$ cat src/rtl/alu_pkg.sv
// Shared definitions for the calculator ALU: opcode encodings, flag bit positions
// and the operation classes used to steer flag generation.
package alu_pkg;

    localparam int ALU_WIDTH = 16;

    localparam logic [5:0] OP_ADD  = 6'b000111;
    localparam logic [5:0] OP_SUB  = 6'b001000;
    localparam logic [5:0] OP_MUL  = 6'b001001;
    localparam logic [5:0] OP_DIV  = 6'b001010;
    localparam logic [5:0] OP_MOD  = 6'b001011;
    localparam logic [5:0] OP_AND  = 6'b001100;
    localparam logic [5:0] OP_OR   = 6'b001101;
    localparam logic [5:0] OP_XOR  = 6'b001110;
    localparam logic [5:0] OP_NOT  = 6'b001111;
    localparam logic [5:0] OP_SHL  = 6'b010000;
    localparam logic [5:0] OP_SHR  = 6'b010001;
    localparam logic [5:0] OP_CMP  = 6'b010010;
    localparam logic [5:0] OP_FACT = 6'b010011;

    localparam int FLG_OVF   = 0;
    localparam int FLG_CARRY = 1;
    localparam int FLG_NEG   = 2;
    localparam int FLG_ZERO  = 3;

    // CLS_NONE marks an undefined opcode: all flags are forced low.
    typedef enum logic [2:0] {
        CLS_NONE,
        CLS_ADD,
        CLS_SUB,
        CLS_MUL,
        CLS_FACT,
        CLS_DIV,
        CLS_LOGIC
    } op_class_e;

    function automatic op_class_e op_class(input logic [5:0] op);
        op_class_e cls;
        case (op)
            OP_ADD:                         cls = CLS_ADD;
            OP_SUB, OP_CMP:                 cls = CLS_SUB;
            OP_MUL:                         cls = CLS_MUL;
            OP_FACT:                        cls = CLS_FACT;
            OP_DIV, OP_MOD:                 cls = CLS_DIV;
            OP_AND, OP_OR, OP_XOR, OP_NOT,
            OP_SHL, OP_SHR:                 cls = CLS_LOGIC;
            default:                        cls = CLS_NONE;
        endcase
        return cls;
    endfunction

endpackage

$ cat src/rtl/alu_flags.sv
// Status flag generation for the ALU from operand signs, raw sum/difference,
// the high part of the product and the (pre-masking) result.
module alu_flags
    import alu_pkg::*;
#(
    parameter int WIDTH = 16
) (
    input  logic             a_msb,
    input  logic             b_msb,
    input  logic [WIDTH:0]   raw_sum,
    input  logic [WIDTH:0]   prod_hi,
    input  logic [WIDTH-1:0] result,
    input  op_class_e        op_cls,
    input  logic             div_ovf,
    output logic [3:0]       flags
);

    // Flag decode per operation class; undefined opcodes leave every flag low.
    always_comb begin
        flags = 4'b0000;
        case (op_cls)
            CLS_ADD, CLS_SUB: begin
                // Same sign rule for add and subtract; raw_sum[WIDTH] is carry or borrow.
                flags[FLG_OVF]   = (a_msb == b_msb) && (raw_sum[WIDTH-1] != a_msb);
                flags[FLG_CARRY] = raw_sum[WIDTH];
            end
            CLS_MUL: begin
                flags[FLG_CARRY] = !((&prod_hi) || !(|prod_hi));
            end
            CLS_FACT: begin
                flags[FLG_CARRY] = |prod_hi[WIDTH:1];
            end
            CLS_DIV: begin
                flags[FLG_OVF] = div_ovf;
            end
            CLS_LOGIC: begin
                flags[FLG_OVF] = 1'b0;
            end
            default: begin
                flags[FLG_OVF] = 1'b0;
            end
        endcase
        if (op_cls != CLS_NONE) begin
            flags[FLG_NEG]  = result[WIDTH-1];
            flags[FLG_ZERO] = (result == {WIDTH{1'b0}});
        end else begin
            flags[FLG_NEG]  = 1'b0;
            flags[FLG_ZERO] = 1'b0;
        end
    end

endmodule

$ cat src/rtl/alu.sv
// 16-bit signed ALU for the calculator datapath: combinational result and flags,
// gated by a reset-cleared ready register and the EN input.
module alu
    import alu_pkg::*;
#(
    parameter int WIDTH = ALU_WIDTH
) (
    input  logic             CLK,
    input  logic             RST,
    input  logic             EN,
    input  logic [5:0]       OPCODE,
    input  logic             REGISTER_ADDRESS,
    input  logic [WIDTH-1:0] ACC,
    input  logic [WIDTH-1:0] X,
    input  logic [WIDTH-1:0] Y,
    input  logic [WIDTH-1:0] IMMEDIATE,
    input  logic [WIDTH-1:0] fact_reg,
    input  logic [WIDTH-1:0] fact_val,
    output logic [WIDTH-1:0] res,
    output logic [3:0]       flags
);

    localparam int SHW = $clog2(WIDTH);
    localparam logic [WIDTH-1:0] MIN_NEG = {1'b1, {(WIDTH-1){1'b0}}};
    localparam logic [WIDTH-1:0] ALL_ONE = {WIDTH{1'b1}};

    logic                    ready_r;
    logic [WIDTH-1:0]        reg_s;
    logic [WIDTH-1:0]        a_s;
    logic [WIDTH-1:0]        b_s;
    logic [WIDTH:0]          sum_s;
    logic [WIDTH:0]          diff_s;
    logic [WIDTH:0]          raw_sum_s;
    logic signed [2*WIDTH-1:0] smul_s;
    logic [2*WIDTH-1:0]      umul_s;
    logic [2*WIDTH-1:0]      prod_s;
    logic [WIDTH-1:0]        quo_s;
    logic [WIDTH-1:0]        rem_s;
    logic                    div_zero_s;
    logic                    div_wrap_s;
    logic                    div_ovf_s;
    logic [WIDTH-1:0]        raw_res_s;
    logic [3:0]              flags_s;
    op_class_e               cls_s;

    // Ready goes low on any edge with RST low and comes back one edge after release.
    always_ff @(posedge CLK) begin
        if (!RST) begin
            ready_r <= 1'b0;
        end else begin
            ready_r <= 1'b1;
        end
    end

    // Operand routing: a nonzero immediate replaces the accumulator path.
    always_comb begin
        reg_s = REGISTER_ADDRESS ? Y : X;
        if (IMMEDIATE != {WIDTH{1'b0}}) begin
            a_s = reg_s;
            b_s = IMMEDIATE;
        end else begin
            a_s = ACC;
            b_s = reg_s;
        end
    end

    assign sum_s  = {1'b0, a_s} + {1'b0, b_s};
    assign diff_s = {1'b0, a_s} - {1'b0, b_s};
    assign smul_s = $signed(a_s) * $signed(b_s);
    assign umul_s = fact_reg * fact_val;
    assign cls_s  = op_class(OPCODE);

    // Signed divide with the two undefined corners (b==0, MIN/-1) resolved explicitly.
    always_comb begin
        div_zero_s = (b_s == {WIDTH{1'b0}});
        div_wrap_s = (a_s == MIN_NEG) && (b_s == ALL_ONE);
        if (div_zero_s) begin
            quo_s = {WIDTH{1'b0}};
            rem_s = {WIDTH{1'b0}};
        end else if (div_wrap_s) begin
            quo_s = MIN_NEG;
            rem_s = {WIDTH{1'b0}};
        end else begin
            quo_s = $signed(a_s) / $signed(b_s);
            rem_s = $signed(a_s) % $signed(b_s);
        end
    end

    // Opcode mux; for CMP the difference drives the flags and is masked from res later.
    always_comb begin
        raw_res_s = {WIDTH{1'b0}};
        raw_sum_s = sum_s;
        prod_s    = smul_s;
        div_ovf_s = 1'b0;
        case (OPCODE)
            OP_ADD:  raw_res_s = sum_s[WIDTH-1:0];
            OP_SUB, OP_CMP: begin
                raw_sum_s = diff_s;
                raw_res_s = diff_s[WIDTH-1:0];
            end
            OP_MUL:  raw_res_s = smul_s[WIDTH-1:0];
            OP_DIV: begin
                raw_res_s = quo_s;
                div_ovf_s = div_zero_s || div_wrap_s;
            end
            OP_MOD: begin
                raw_res_s = rem_s;
                div_ovf_s = div_zero_s;
            end
            OP_AND:  raw_res_s = a_s & b_s;
            OP_OR:   raw_res_s = a_s | b_s;
            OP_XOR:  raw_res_s = a_s ^ b_s;
            OP_NOT:  raw_res_s = ~a_s;
            OP_SHL:  raw_res_s = a_s << b_s[SHW-1:0];
            OP_SHR:  raw_res_s = $signed(a_s) >>> b_s[SHW-1:0];
            OP_FACT: begin
                prod_s    = umul_s;
                raw_res_s = umul_s[WIDTH-1:0];
            end
            default: raw_res_s = {WIDTH{1'b0}};
        endcase
    end

    alu_flags #(.WIDTH(WIDTH)) u_flags (
        .a_msb   (a_s[WIDTH-1]),
        .b_msb   (b_s[WIDTH-1]),
        .raw_sum (raw_sum_s),
        .prod_hi (prod_s[2*WIDTH-1:WIDTH-1]),
        .result  (raw_res_s),
        .op_cls  (cls_s),
        .div_ovf (div_ovf_s),
        .flags   (flags_s)
    );

    // Output gating by ready and enable.
    always_comb begin
        if (ready_r && EN) begin
            res   = (OPCODE == OP_CMP) ? {WIDTH{1'b0}} : raw_res_s;
            flags = flags_s;
        end else begin
            res   = {WIDTH{1'b0}};
            flags = 4'b0000;
        end
    end

endmodule

$ cat config.mk
export PLATFORM = sky130hd
export DESIGN_NAME = alu
export DESIGN_NICKNAME = d
export VERILOG_FILES = /design/src/rtl/alu_pkg.sv /design/src/rtl/alu_flags.sv /design/src/rtl/alu.sv
export SDC_FILE = /design/constraint.sdc
export NUM_CORES = 2
export LEC_CHECK = 0
export BUFFER_PORTS_ARGS = -buffer_cell sky130_fd_sc_hd__buf_2
export CAP_MARGIN = 20
export CELL_PAD_IN_SITES_DETAIL_PLACEMENT = 0
export CELL_PAD_IN_SITES_GLOBAL_PLACEMENT = 1
export CORE_MARGIN = 3
export CORE_UTILIZATION = 35
export CTS_CLUSTER_SIZE = 24
export DETAILED_ROUTE_END_ITERATION = 10
export PLACE_DENSITY_LB_ADDON = 0.1
export SKIP_LAST_GASP = 1
export SYNTH_ARGS = -nofsm -noshare
export SYNTH_HDL_FRONTEND = slang
export SYNTH_SLANG_ARGS = --single-unit
$ cat constraint.sdc
create_clock -name CLK -period 158.2 [get_ports CLK]
set_input_delay 31.64 -clock CLK [delete_from_list [all_inputs] [get_ports CLK]]
set_output_delay 31.64 -clock CLK [all_outputs]
set_load 0.02 [all_outputs]
==> reports/metrics.csv <==
metric,value,unit
status,"complete, no violations",
hold_buf cts,0,
Setup Crit Path Kind,primary input to output pin,
Relative slew margins,0.2758,
Arrival @ worst endpoint,75.83,ns
I/O pin count,126,
largest family of logic cells by synthesized area,adder cells,
Largest register FFs,1,
vias in the first global route,31466,
Syn Inst Count,4289,
vias,31037,
Final Hold Fails,0,
Min-Delay Endpoint,ready_r$_DFF_P_,
total global-route track usage,0.2610,
DRC Markers,0,
Top reg by flops,ready_r,
Avg WL per Cell,23.23,um
die width,313.3,um
Core Area,93470,um^2
Post-synth EDFFs,0,
slowest cell on the critical path,a21oi_2,
Setup Buffers After CTS,0,
Nets,5236,
clock slew at reported path FFs,0,ns
top flop regs,ready_r x1,
Post-synth ARST share,0,
CP Buf/Inv Count,17,
initial DRC count,2271,
Tcrit/Tclk final,0.6793,
First-pass DRT Iterations,5,
detailed placer's ending HPWL,106.0,mm
Synth Area in Adders,0.4212,
first-pass GRT wire length,198.8,mm
Area Growth Syn to Fin,6.149,%
post-synthesis sequential area ratio,0.0006059,
Synth Flop Type,dfxtp_1,
max-cap viol count,0,
antenna-violating nets left,0,
"wirelength, routed",128.9,mm
critical path's top delay family,compound AO/OA/AOI/OAI gates,
most frequent CP cell,ha_1,
Yosys cell types,109,
die extent in y,313.3,um
routability congestion estimate,0.9305,
Post-Syn Nets,5232,
Slew @ Worst Pin,1.086,ns
Pins Over Slew Limit,0,
mux contribution to synthesized area,0.03537,
layout cell share with drive strength beyond 1,0.08040,
largest net degree at the start of global routing,48,
Syn. warnings,0,
Die ar.,98130,um^2
Synth Area in Simple Gates,0.2110,
crit path time final,107.47,ns
worst hold path class,primary input to flop,
CP peak stage delay,0.79,ns
drt via density,5.593,
initial antenna violation count,8,
XOR/XNOR Fraction of Synth Area,0.04983,
Overflow after GRT,0,
complex-gate fraction of the synthesized area,0.1841,
PortBufs,125,
Syn Area/Cell,7.704,um^2
# rows,112,
Hold Path Stages,1,
RSZ-0062 raised after global routing,false,
number of setup violations in the final report,0,
final setup TNS,0,ns
critical path required time,126.56,ns
hold path startpoint,RST,
Crit. End Element,output pin,
post-CTS sizing,0,
f_max,9.305,MHz
Starting Density,0.3535,
maximum fanout along the worst path,27,
synthesis-stage register bit count,1,
Syn Std Cell Area,33040,um^2
CP startpoint kind,primary input,
[worst max-delay path by stage]
stage / start / to / cells past startpoint
finish: IMMEDIATE[12] / flags[3] / 166
global route: IMMEDIATE[12] / flags[3] / 172
CTS: IMMEDIATE[12] / flags[3] / 167
detailed placement: IMMEDIATE[12] / flags[3] / 167
global placement: IMMEDIATE[12] / flags[3] / 165
floorplan: REGISTER_ADDRESS / flags[3] / 184
[Yosys cell counts (all sizes together) (12+ instances only)]
cell | number | area, um^2
inv | 649 | 2439
o21a | 56 | 427.9
nor3 | 97 | 490.5
nand2b | 37 | 231.5
o22ai | 27 | 168.9
o21bai | 20 | 150.1
mux2i | 32 | 320.3
nor2b | 41 | 256.5
a22oi | 13 | 102.6
a21o | 52 | 390.4
and2 | 214 | 1339
or3 | 37 | 231.5
nor2 | 444 | 1690
o21ai | 174 | 874.6
a221oi | 21 | 214.0
a31oi | 50 | 325.3
and3 | 27 | 168.9
xor2 | 61 | 534.3
ha | 378 | 4730
buf | 59 | 302.8
nand3 | 69 | 345.3
clkbuf | 129 | 484.2
a211oi | 35 | 282.8
xnor2 | 127 | 1112
mux2 | 39 | 442.9
o31ai | 32 | 245.2
o221ai | 17 | 161.4
a21oi | 223 | 1127
or2 | 21 | 131.4
o211ai | 29 | 222.7
a21boi | 12 | 90.09
fa | 459 | 9189
nor4 | 26 | 220.2
mux4 | 18 | 405.4
nand2 | 354 | 1331
nand4 | 24 | 156.4
[cell type report]
cell class / instances / area, um^2
repair buffers: 190 / 1114
multi-input cells: 3449 / 29920
well taps: 1254 / 1569
diodes: 4 / 10.01
fillers: 10087 / 58390
inverters: 651 / 2446
flip-flops and latches: 1 / 20.02
[logic make-up after synthesis]
kind of cell               after synthesis
adders and majority gates              837
muxes                                   89
xor gates and xnor gates               188
buffers and inverters                  839
and+or+nand+nor                       1436
DFF                                      1
AOI/OAI and AO/OA                      899
[stage by stage]
step                instance area [um^2]  hold WS, ns  setup WS [ns]    util  instances
floorplan                          33040        31.67          56.46       -       4289
finish                             35070        31.76          50.73  0.3753       5549
global placement                   35060        31.74          52.45  0.3751       5545
global route                       35070        31.75          47.19  0.3752       5547
CTS                                35060        31.75          51.35  0.3751       5545
detailed placement                 35060        31.75          51.43  0.3751       5545
[layout by cell type (no fill, tap or decap), types with 69 or more instances in the layout]
cell type,count
inv_1,632
fa_1,459
nor2_1,439
ha_1,378
nand2_1,353
a21oi_1,220
and2_1,214
o21ai_0,160
buf_2,125
xnor2_1,121
nor3_1,95
nand3_1,69
[routing by layer]
layer  global-route usage  wire [um]  vias up
met2               0.4424      60710      832
met1               0.3727      59970    15634
met5                    0          0        -
li1                     -          -    14445
met3              0.01468       5572      126
met4              0.04100       2634        0
